`config.mk`:
```
export PLATFORM = sky130hd
export DESIGN_NAME = wled_serializer
export DESIGN_NICKNAME = d
export VERILOG_FILES = /design/src/rtl/wled_serializer.sv
export SDC_FILE = /design/constraint.sdc
export NUM_CORES = 1
export LEC_CHECK = 0
export BUFFER_PORTS_ARGS = -buffer_cell sky130_fd_sc_hd__clkbuf_2
export CAP_MARGIN = 25
export CORE_MARGIN = 5
export CORE_UTILIZATION = 45
export CTS_CLUSTER_DIAMETER = 100
export DETAILED_ROUTE_END_ITERATION = 12
export PLACE_DENSITY = 0.68
export SLEW_MARGIN = 20
export SYNTH_ARGS = -nofsm -noshare
export SYNTH_HDL_FRONTEND = slang
export SYNTH_SLANG_ARGS = --single-unit
```
`constraint.sdc`:
```
create_clock -name clk -period 3 [get_ports clk]
set_clock_uncertainty 0.2 [all_clocks]
set_input_delay 0 -clock clk [delete_from_list [all_inputs] [get_ports clk]]
set_output_delay 0 -clock clk [all_outputs]
set_load 0.03 [all_outputs]
```
`src/rtl/wled_serializer.sv`:
```
// WS2812 line driver: per-LED colour frame buffer plus a free-running NRZ
// refresh engine (latch gap, then NUM_LEDS x 24 bits, MSB of each word first).
module wled_serializer #(
  parameter int CLK_MHZ  = 27,
  parameter int NUM_LEDS = 12,
  parameter int RESET_US = 80
) (
  input  logic        clk,
  input  logic        rst_n,
  input  logic [23:0] rgb_data,
  input  logic [7:0]  led_num,
  input  logic        write,
  output logic        data,
  output logic        busy,
  output logic        frame_done
);

  localparam int T_BIT   = CLK_MHZ * 1250 / 1000;
  localparam int T0H     = CLK_MHZ * 350 / 1000;
  localparam int T1H     = CLK_MHZ * 700 / 1000;
  localparam int T_RST   = CLK_MHZ * RESET_US;
  localparam int CNT_MAX = (T_RST > T_BIT) ? T_RST : T_BIT;
  localparam int CW      = $clog2(CNT_MAX + 1);
  localparam int IW      = (NUM_LEDS > 1) ? $clog2(NUM_LEDS) : 1;

  typedef logic [CW-1:0] cnt_t;
  typedef logic [IW-1:0] idx_t;

  localparam cnt_t RST_LAST = cnt_t'(T_RST - 1);
  localparam cnt_t BIT_LAST = cnt_t'(T_BIT - 1);
  localparam cnt_t T0H_C    = cnt_t'(T0H);
  localparam cnt_t T1H_C    = cnt_t'(T1H);
  localparam idx_t LAST_LED = idx_t'(NUM_LEDS - 1);

  // LOAD has no cycles of its own: the fetch happens on the transition edge
  // into SEND, so the encoding is only ever reached through corruption.
  typedef enum logic [1:0] {LATCH, LOAD, SEND} state_t;

  state_t      state_q, state_d;
  cnt_t        cnt_q, cnt_d;
  logic [4:0]  bit_q, bit_d;
  idx_t        led_q, led_d;
  logic [23:0] shift_q, shift_d;
  logic        framed_q, framed_d;
  logic        data_q, busy_q, frame_done_q;

  logic [23:0]         fbuf_q [NUM_LEDS];
  logic [NUM_LEDS-1:0] wr_en;
  idx_t                fetch_idx;
  logic [23:0]         fetch_word;

  // Out-of-range indices match no entry, so such writes vanish.
  genvar gi;
  generate
    for (gi = 0; gi < NUM_LEDS; gi++) begin : g_wr
      assign wr_en[gi] = write && (led_num == 8'(gi));
    end
  endgenerate

  always_ff @(posedge clk or negedge rst_n) begin
    if (!rst_n) begin
      for (int i = 0; i < NUM_LEDS; i++) fbuf_q[i] <= '0;
    end else begin
      for (int i = 0; i < NUM_LEDS; i++) begin
        if (wr_en[i]) fbuf_q[i] <= rgb_data;
      end
    end
  end

  assign fetch_idx = (state_q == SEND) ? idx_t'(led_q + 1'b1) : '0;

  always_comb begin
    fetch_word = '0;
    for (int i = 0; i < NUM_LEDS; i++) begin
      if (fetch_idx == idx_t'(i)) fetch_word = fbuf_q[i];
    end
  end

  always_ff @(posedge clk or negedge rst_n) begin
    if (!rst_n) begin
      state_q  <= LATCH;
      cnt_q    <= '0;
      bit_q    <= '0;
      led_q    <= '0;
      shift_q  <= '0;
      framed_q <= 1'b0;
    end else begin
      state_q  <= state_d;
      cnt_q    <= cnt_d;
      bit_q    <= bit_d;
      led_q    <= led_d;
      shift_q  <= shift_d;
      framed_q <= framed_d;
    end
  end

  // The buffer word is sampled on the same edge that enters SEND, so a write
  // landing on that edge reaches the buffer but not the shift register.
  always_comb begin
    state_d  = state_q;
    cnt_d    = cnt_q + 1'b1;
    bit_d    = bit_q;
    led_d    = led_q;
    shift_d  = shift_q;
    framed_d = framed_q;
    case (state_q)
      LATCH: begin
        if (cnt_q == RST_LAST) begin
          state_d = SEND;
          cnt_d   = '0;
          bit_d   = 5'd23;
          led_d   = '0;
          shift_d = fetch_word;
        end
      end
      SEND: begin
        if (cnt_q == BIT_LAST) begin
          cnt_d = '0;
          if (bit_q != 5'd0) begin
            bit_d   = bit_q - 1'b1;
            shift_d = {shift_q[22:0], 1'b0};
          end else if (led_q != LAST_LED) begin
            led_d   = led_q + 1'b1;
            bit_d   = 5'd23;
            shift_d = fetch_word;
          end else begin
            state_d  = LATCH;
            framed_d = 1'b1;
          end
        end
      end
      default: begin
        state_d = LATCH;
        cnt_d   = '0;
      end
    endcase
  end

  // Registered line outputs; frame_done fires on the first LATCH cycle that
  // follows a transmitted frame, never on the gap right after reset.
  always_ff @(posedge clk or negedge rst_n) begin
    if (!rst_n) begin
      data_q       <= 1'b0;
      busy_q       <= 1'b0;
      frame_done_q <= 1'b0;
    end else begin
      data_q       <= (state_q == SEND) && (cnt_q < (shift_q[23] ? T1H_C : T0H_C));
      busy_q       <= (state_q == SEND);
      frame_done_q <= (state_q == LATCH) && (cnt_q == '0) && framed_q;
    end
  end

  assign data       = data_q;
  assign busy       = busy_q;
  assign frame_done = frame_done_q;

endmodule

```
==> impl_metrics.yaml, run 1 <==
status:
  status: "finished clean"
power:
  p_leak_nw: 8.882
  power_frac_clock_pct: 45.0
  ir_drop_mv: 0.3407
  intPower_mw: 7.565
  comb_power_share_pct: 5.1
  p_sw_share_pct: 22.08
  powerDensity_nw_per_um2: 514.7
  total_power_mw: 9.708
  netSwitchingPower_mw: 2.143
  seq_power_share_pct: 49.9
global_routing:
  grt_max_degree: 83
  grt.overflow.total: 0
  grt_pass1_wl_microns: 74070
  grtUsageMet3_pct: 3.498
  antenna_found_initial: 1
  met1_usage_pct: 31.12
  grt_util_met2_pct: 37.37
  grt_pass1_vias: 12600
  grt.busiest_layer: "met2"
  grtUsageTotal_pct: 22.72
clock_network:
  cts.path.max_buffers: 3
  postCtsSetupRepairBufs: 0
  cts_buffers: 37
  path_clk_slew_ns: 0.06
  tritoncts: "built"
  cts-root-buf: "clkbuf_16"
  clk-insertion-delay-late_ns: 0.52
  tritoncts_num_sinks: 338
  htreeDepth: 2
critical_path:
  cp_top_family: "compound AO/OA/AOI/OAI gates"
  slowest_delay_ns: 0.51
  path_cells: "ha_2 -> and2_1 -> a21oi_1 -> o211a_1 -> buf_12 -> o22ai_1 -> a2111oi_0 -> o21ai_0"
  cp-end-kind: "flip-flop"
  cp_num_buf_inv: 1
  crit_slowest_cell: "a2111oi_0"
  crit_required_ns: 3.17
  crit_arrival_ns: 3.04
  worstSetupStartpointType: "flip-flop"
  worst-path-max-fanout: 20
  path_class: "reg2reg"
floorplan:
  coreArea_sq_um: 36520
  die_w_microns: 202.1
  die_area_sq_um: 40830
  start_util_pct: 45.45
  placementRows: 70
  pin_count: 38
  die_h_microns: 202.1
timing:
  grt_setup_unrepaired: "false"
  finalMaxSlewViolations: 0
  tightest_slew_ns: 0.9406
  final_hold_viol_count: 0
  fin_crit_sh_pct: 95.82
  tns_ns: 0
  layout_min_cycle_time_ns: 2.875
  layout_setup_ws_ns: 0.1254
  fmax_mhz: 347.9
  relSlewSlack_pct: 37.07
  setup_violations: 0
placed_design:
  port_buffers: 37
  pre_cts_ws_ns: 0.1065
  gp_congestion: 0.8760
  hpwl_microns: 28390
route:
  detail_route.iter0.violations: 1017
  routedWlPerCell_microns: 23.23
  drcViolationCount: 0
  vias_per_cell: 6.086
  num_vias: 12320
  ant_nets: 0
  routed_wl_microns: 47050
  drt_pass1_iterations: 5
final_layout:
  antennaDiodeCount: 0
  drive_gt1_share_pct: 30.89
  nNetsFinal: 1573
  fill_cells: 3182
  areaGrowthSynthToFinish_pct: 13.64
synthesis:
  synth_nets: 1522
  synth.distinct_cells: 70
  syn-cell-area_sq_um: 16600
  synth_area_leaders: "dfrtp_1 (51%), mux2_2 (20%), nor2_1 (3.8%)"
  synth_top_area_share_pct: 50.96
  postSynthCellCount: 1480
  ys_seq_area_share_pct: 50.96
  synth-edff-count: 0
  synth_top_cell_by_area: "dfrtp_1"
  syn_avg_cell_area_sq_um: 11.22
  yosys_warnings: 0
  synth_flop_cell: "dfrtp_1"
  synthArstFlopShare_pct: 100.0
  synth_seq_cells: 338
flow_run:
  cap_violations: 0
worst_hold_path:
  hold_class: "in2reg"
synth_stat cells (3+ instances only):
| cell type | instances |
|---|---|
| a221o_1 | 6 |
| ha_1 | 7 |
| nor2b_1 | 7 |
| and3_1 | 10 |
| buf_1 | 4 |
| o221ai_1 | 4 |
| o31ai_1 | 19 |
| inv_1 | 18 |
| a211oi_1 | 16 |
| clkbuf_1 | 68 |
| nand2b_1 | 5 |
| buf_6 | 12 |
| o21a_1 | 3 |
| or3_1 | 17 |
| a22oi_1 | 10 |
| nor3b_1 | 3 |
| a222oi_1 | 4 |
| xnor2_1 | 7 |
| a2111oi_0 | 16 |
| buf_2 | 31 |
| nand4_1 | 4 |
| a211o_1 | 14 |
| o21ai_0 | 52 |
| nand3_1 | 11 |
| nor2_1 | 167 |
| dfrtp_1 | 338 |
| o21ai_1 | 3 |
| nor3_1 | 22 |
| a21oi_1 | 83 |
| o22ai_1 | 38 |
| buf_4 | 9 |
| mux2_2 | 288 |
| xor2_1 | 4 |
| a221oi_1 | 5 |
| nand2_2 | 7 |
| nand2_1 | 83 |
| mux2i_1 | 27 |
| o32ai_1 | 16 |
| and2_1 | 5 |
final cells by class:
type / count / area, sq um / share of cell area, %
sequential: 338 / 8462 / 44.86
inverter: 18 / 67.56 / 0.3582
multi-input combinational: 998 / 7478 / 39.65
tap: 468 / 585.6 / 3.104
clock buffer: 61 / 1139 / 6.036
clock inverter: 4 / 23.77 / 0.1260
timing repair buffer: 138 / 1106 / 5.864
path summary, 6_finish.rpt:
check                      slack (ns)            startpoint  depth (start not counted)                 endpoint
max in group asynchronous        1.26                 rst_n                          4  fbuf_q[236]$_DFFE_PN0P_
min in group asynchronous        0.42                 rst_n                          3       cnt_q[9]$_DFF_PN0_
setup reg to reg                 0.13  led_q[0]$_DFFE_PN0P_                          8  shift_q[20]$_DFFE_PN0P_
setup / recovery                 0.13  led_q[0]$_DFFE_PN0P_                          8  shift_q[20]$_DFFE_PN0P_
hold / removal                   0.04            led_num[3]                          5   fbuf_q[96]$_DFFE_PN0P_
hold reg to reg                  0.28  framed_q$_DFFE_PN0P_                          1     framed_q$_DFFE_PN0P_
layer usage:
metal | up-vias | routed length (microns)
met4 | 2 | 1484
met5 | - | 16
met3 | 107 | 3029
li1 | 5462 | -
met1 | 6258 | 20150
met2 | 495 | 22370
sequential cells by signal (all words and copies together), names as in the netlist:
register	cells
busy	1
shift_q	24
frame_done	1
fbuf_q	288
data	1
bit_q	5
framed_q	1
state_q	1
cnt_q	12
led_q	4
stage by stage:
step	utilization (%)	hold slack [ns]	instances	cell area, sq um
3_3_place_gp	47.73	-0.1599	1934	17430
5_1_grt	51.64	0.07531	2025	18860
4_1_cts	51.62	0.02697	2025	18850
6_report	51.64	0.03838	2025	18860
2_1_floorplan	-	-0.4956	1480	16600
3_5_place_dp	47.73	-0.1518	1934	17430
layout by cell type (no fill, tap or decap), drive strengths merged, types with 14 or more instances in the layout:
cell,instances
mux2i,27
o32ai,16
dlygate4sd3,26
o22ai,38
clkbuf,97
or3,17
o31ai,19
a2111oi,16
nor2,167
nand2,90
mux2,288
buf,76
inv,19
o21ai,56
nor3,25
a21oi,83
a211o,14
dfrtp,338
a211oi,17
cells by family after synthesis:
group / after synthesis / synth area share, %
and+or+nand+nor: 356 / 10.06
DFF: 338 / 50.96
muxes: 315 / 21.17
AOI/OAI and AO/OA: 309 / 12.46
buffers and inverters: 144 / 4.251
xor gates and xnor gates: 11 / 0.5804
adders and majority gates: 7 / 0.5276
power groups by stage:
| stage | clock [mW] | sequential (mW) | combinational (mW) |
|---|---|---|---|
| floorplan | 0 | 4.90 | 0.278 |
| global placement | 0 | 4.92 | 0.456 |
| detailed placement | 0 | 4.93 | 0.473 |
| CTS | 4.46 | 4.85 | 0.502 |
| global route | 4.62 | 4.87 | 0.554 |
| finish | 4.37 | 4.85 | 0.493 |
tightest hold or removal path, cell delays in order:
cell and delay, ns:
clkbuf_2 0.17, nor3b_4 0.06, buf_4 0.27, nand2_1 0.12
o21ai_0 0.07
repair_timing:
action | in CTS | in global routing
hold buffers | 26 | 0
hold endpoints to repair | 626 | 0
setup endpoints to repair | 0 | 16
gates resized for setup | 0 | 2
(Power assumes the default switching activity.)
==> run 2, diff against run 1 <==
BUFFER_PORTS_ARGS = not set   (was -buffer_cell sky130_fd_sc_hd__clkbuf_2)
DONT_BUFFER_PORTS = 1   (was not set)
PLACE_DENSITY = 0.67   (was 0.68)
==> impl_metrics.yaml, run 2 (synthesis results as in run 1) <==
clock_network:
  cts_buffers: 38
  tritoncts: "built"
  cts-root-buf: "clkbuf_16"
  clk-insertion-delay-late_ns: 0.53
  tritoncts_num_sinks: 338
  path_clk_slew_ns: 0.06
  cts.path.max_buffers: 3
  postCtsHoldBufs: 28
  htreeDepth: 2
  postCtsSetupRepairBufs: 0
placed_design:
  port_buffers: 0
  place_area_sq_um: 17130
  hpwl_microns: 27500
  pre_cts_ws_ns: 0.1593
  dpl.cell_count: 1891
  gp_congestion: 0.8796
global_routing:
  met1_usage_pct: 30.90
  grt_util_met2_pct: 35.49
  grt.overflow.total: 0
  grtUsageMet3_pct: 3.417
  antenna_found_initial: 1
  grtUsageTotal_pct: 22.01
  grt_pass1_wl_microns: 72130
  grt_max_degree: 339
  grt.busiest_layer: "met2"
  grt_pass1_vias: 12470
route:
  vias_per_cell: 6.123
  drt_pass1_iterations: 5
  routedWlPerCell_microns: 22.91
  ant_nets: 0
  routed_wl_microns: 45480
  drcViolationCount: 0
  detail_route.iter0.violations: 992
  num_vias: 12160
final_layout:
  layout_commonest_cell: "dfrtp_1"
  final_cells: 1985
  antennaDiodeCount: 0
  nNetsFinal: 1533
  areaGrowthSynthToFinish_pct: 12.12
  largest_reg_flops: 288
  top_regs: "fbuf_q (288), shift_q (24), cnt_q (12)"
  mostFrequentLayoutCells: "dfrtp_1 (337), mux2_2 (288), nor2_1 (167), nand2_1 (83), a21oi_1 (82)"
  final_area_sq_um: 18610
  fill_cells: 3178
  drive_gt1_share_pct: 28.94
  top_register: "fbuf_q"
timing:
  layout_min_cycle_time_ns: 2.824
  relSlewSlack_pct: 31.90
  final_hold_viol_count: 338
  tightest_slew_ns: 1.018
  fmax_mhz: 354.1
  whs_ns: -1.000
  finalMaxSlewViolations: 0
  fin_crit_sh_pct: 94.13
  grt_setup_unrepaired: "false"
  setup_violations: 0
  tns_ns: 0
  layout_setup_ws_ns: 0.1762
power:
  comb_power_share_pct: 3.8
  p_sw_share_pct: 21.53
  powerDensity_nw_per_um2: 517.6
  power_frac_clock_pct: 45.9
  netSwitchingPower_mw: 2.075
  p_leak_nw: 8.689
  seq_power_share_pct: 50.3
  ir_drop_mv: 0.3736
  intPower_mw: 7.559
critical_path:
  reg2reg_from: "led_q[0]$_DFFE_PN0P_"
  slowest_delay_ns: 0.77
  crit_arrival_ns: 3.09
  path_class: "reg2reg"
  path_cells: "ha_2 -> nor2b_1 -> a21oi_1 -> buf_4 -> o32ai_1 -> a21oi_1 -> a21bo_2"
  crit_start: "led_q[0]$_DFFE_PN0P_"
  worst-path-max-fanout: 9
  r2r-end: "shift_q[22]$_DFFE_PN0P_"
  crit_required_ns: 3.27
  regToRegSetupSlack_ns: 0.18
  cp-end-kind: "flip-flop"
  endpoint: "shift_q[22]$_DFFE_PN0P_"
  rr_worst_depth: 7
  worstSetupStartpointType: "flip-flop"
  crit_slowest_cell: "a21oi_1"
  crit_top_cell: "a21oi_1"
floorplan:
  die_w_microns: 202.1
  die_h_microns: 202.1
  pin_count: 38
  start_util_pct: 45.45
  die_area_sq_um: 40830
  coreArea_sq_um: 36520
  placementRows: 70
worst_hold_path:
  hold_class: "in2async"
status:
  failed_checks: "hold timing"
  status: "finished with violations"
flow_run:
  cap_violations: 0
[run 2: how the worst min path moves through the flow]
stage | cells after the start | end
final | 0 | cnt_q[8]$_DFF_PN0_
after global routing | 0 | busy$_DFF_PN0_
after CTS | 0 | fbuf_q[66]$_DFFE_PN0P_
after global placement | 0 | cnt_q[8]$_DFF_PN0_
after floorplan | 0 | bit_q[0]$_DFFE_PN0P_
after detailed placement | 0 | cnt_q[8]$_DFF_PN0_
[run 2: area by class of cell]
class	count	area (sq um)	share of cell area, %
clock buffer	61	1139	6.118
clock inverter	5	51.30	0.2756
inverter	18	67.56	0.3631
multi-input combinational	998	7482	40.20
sequential	338	8462	45.47
tap	468	585.6	3.146
timing repair buffer	97	823.3	4.424
[run 2: what timing repair did]
| action | CTS | global route |
|---|---|---|
| resized for setup | 0 | 3 |
| setup endpoints to repair | 0 | 3 |
| hold endpoints to repair | 626 | 338 |
[run 2: power by group through the flow]
stage	Sequential (mW)	Clock, mW	Combinational [mW]
after floorplan	4.90	0	0.278
after global placement	4.92	0	0.273
after detailed placement	4.93	0	0.286
after CTS	4.85	4.48	0.366
after global routing	4.87	4.68	0.404
final	4.85	4.42	0.364
[run 2: stage by stage]
step / power [mW] / utilization [%]
global placement: 5.189 / 46.90
detailed placement: 5.213 / 46.90
CTS: 9.694 / 50.92
floorplan: 5.174 / -
finish: 9.633 / 50.96
global route: 9.948 / 50.96
[run 2: layer usage]
| metal | share of wire [%] | vias to the layer above |
|---|---|---|
| li1 | - | 5364 |
| met1 | 44 | 6245 |
| met2 | 46 | 433 |
| met3 | 6.4 | 111 |
| met4 | 3.2 | 2 |
| met5 | 0.029 | - |
[run 2: critical path: cells and delay by family, from the launching register on]
family | cells | cell delay (ns)
AOI/OAI and AO/OA | 4 | 1.26
and+or+nand+nor | 1 | 0.17
buffers and inverters | 1 | 0.35
adders and majority gates | 1 | 0.27
DFF | 1 | 0.52
==> run 3, diff against run 2 <==
PLACE_DENSITY = not set   (was 0.67)
==> impl_metrics.yaml, run 3 (synthesis results as in run 1) <==
status:
  status: "finished with violations"
  failed_checks: "hold timing"
clock_network:
  htreeDepth: 2
  tritoncts: "built"
  postCtsHoldBufs: 32
  tritoncts_num_sinks: 338
  cts-root-buf: "clkbuf_16"
  path_clk_slew_ns: 0.06
  cts.path.max_buffers: 3
  clk-insertion-delay-late_ns: 0.53
  cts_buffers: 38
final_layout:
  drive_gt1_share_pct: 29.78
  layout_commonest_cell: "dfrtp_1"
  areaGrowthSynthToFinish_pct: 14.10
  antennaDiodeCount: 0
  nNetsFinal: 1542
  mostFrequentLayoutCells: "dfrtp_1 (337), mux2_2 (288), nor2_1 (167), a21oi_1 (82), nand2_1 (82)"
  top_register: "fbuf_q"
  top_regs: "fbuf_q (288), shift_q (24), cnt_q (12)"
  final_cells: 1996
  largest_reg_flops: 288
placed_design:
  gp_congestion: 0.9164
  port_buffers: 0
  hpwl_microns: 29070
  dpl.cell_count: 1895
floorplan:
  die_w_microns: 202.1
  die_area_sq_um: 40830
  start_util_pct: 45.45
  placementRows: 70
  die_h_microns: 202.1
  pin_count: 38
  coreArea_sq_um: 36520
timing:
  relSlewSlack_pct: 40.91
  whs_ns: -1.022
  fmax_mhz: 358.3
  layout_min_cycle_time_ns: 2.791
  final_hold_viol_count: 338
  finalMaxSlewViolations: 0
  tightest_slew_ns: 0.8863
  tns_ns: 0
  setup_violations: 0
  fin_crit_sh_pct: 93.04
  grt_setup_unrepaired: "false"
critical_path:
  cp-end-kind: "flip-flop"
  crit_arrival_ns: 2.99
  path_cells: "ha_2 -> and2_1 -> a21oi_1 -> o211a_1 -> buf_12 -> o22ai_1 -> a2111oi_0 -> o21ai_0"
  crit_required_ns: 3.20
  cp_top_family: "compound AO/OA/AOI/OAI gates"
  cp_num_buf_inv: 1
  worstSetupStartpointType: "flip-flop"
  path_class: "reg2reg"
  slowest_delay_ns: 0.53
  worst-path-max-fanout: 21
  crit_slowest_cell: "dfrtp_4"
power:
  comb_power_share_pct: 3.7
  powerDensity_nw_per_um2: 544.2
  p_sw_share_pct: 21.01
  p_leak_nw: 8.864
  power_frac_clock_pct: 49.3
  intPower_mw: 8.141
  seq_power_share_pct: 47.0
  netSwitchingPower_mw: 2.165
  ir_drop_mv: 0.5015
route:
  routedWlPerCell_microns: 23.50
  ant_nets: 0
  num_vias: 11920
  vias_per_cell: 5.970
  drcViolationCount: 0
  detail_route.iter0.violations: 874
  routed_wl_microns: 46910
  drt_pass1_iterations: 6
global_routing:
  grtUsageTotal_pct: 22.86
  grt.overflow.total: 0
  grt_pass1_wl_microns: 73490
  antenna_found_initial: 0
  grt_max_degree: 339
  grt_pass1_vias: 12250
worst_hold_path:
  hold_class: "in2async"
flow_run:
  cap_violations: 0
[run 3: changes by cell type in the layout (fill, tap and decap cells not counted), moves of 2 or more]
| cell | delta |
|---|---|
| buf_12 | +5 |
| dlygate4sd3_1 | +4 |
| clkinv_2 | +3 |
| bufinv_16 | +5 |
| clkbuf_1 | -9 |
| clkinv_8 | -2 |
| clkbuf_16 | +2 |
| clkbuf_8 | +3 |
[run 3: worst register-to-register path: cells and delay by family, from the launching register on]
kind	cells	cell delay (ns)
AOI/OAI and AO/OA	5	1.30
adders and majority gates	1	0.20
buffers and inverters	1	0.22
DFF	1	0.53
and+or+nand+nor	1	0.20
[run 3: per-stage QoR]
stage	utilization, %	instance area, sq um	hold WS, ns	total power [mW]	worst slack, ns
2_1_floorplan	-	16600	-0.4956	5.174	0.4905
3_3_place_gp	47.14	17220	-0.4756	5.202	0.1491
3_5_place_dp	47.14	17220	-0.4734	5.222	0.1085
4_1_cts	51.79	18910	-1.042	10.41	0.08120
5_1_grt	51.85	18940	-1.044	10.65	0.01796
6_report	51.85	18940	-1.022	10.31	0.2087
[run 3: timing repair]
action,CTS,global route
setup endpoints to repair,0,13
hold endpoints to repair,626,338
resized for setup,0,2
setup buffers,0,1
[run 3: final cells by class]
cell class,instances,area (sq um)
clock buffer,57,1196
clock inverter,11,182.7
fill,3230,17580
inverter,18,67.56
multi-input combinational,998,7481
sequential,338,8462
tap,468,585.6
timing repair buffer,106,963.4
[run 3: power groups by stage]
stage | Clock [mW] | Combinational, mW | Sequential, mW
2_1_floorplan | 0 | 0.278 | 4.90
3_3_place_gp | 0 | 0.283 | 4.92
3_5_place_dp | 0 | 0.294 | 4.93
4_1_cts | 5.18 | 0.383 | 4.84
5_1_grt | 5.37 | 0.419 | 4.87
6_report | 5.08 | 0.379 | 4.85
[run 3: path summary, 6_finish.rpt]
kind / slack, ns / start / depth (start not counted) / to
max in group asynchronous: 2.90 / rst_n / 0 / fbuf_q[85]$_DFFE_PN0P_
worst min register to register: 0.28 / shift_q[0]$_DFFE_PN0P_ / 2 / shift_q[0]$_DFFE_PN0P_
worst min-delay path: -1.02 / rst_n / 0 / cnt_q[9]$_DFF_PN0_
worst max register to register: 0.21 / led_q[0]$_DFFE_PN0P_ / 8 / shift_q[20]$_DFFE_PN0P_
worst max-delay path: 0.21 / led_q[0]$_DFFE_PN0P_ / 8 / shift_q[20]$_DFFE_PN0P_
min in group clk: 0.02 / write / 5 / fbuf_q[225]$_DFFE_PN0P_
[run 3: layer usage]
| layer | share of wire (%) | global-route usage, % | up-vias | routed length [microns] |
|---|---|---|---|---|
| li1 | - | - | 5414 | - |
| met1 | 45 | 32.16 | 6130 | 21160 |
| met2 | 48 | 37.29 | 302 | 22330 |
| met3 | 5.0 | 3.834 | 71 | 2354 |
| met4 | 2.3 | 5.444 | 0 | 1062 |
| met5 | 0 | 0 | - | 0 |
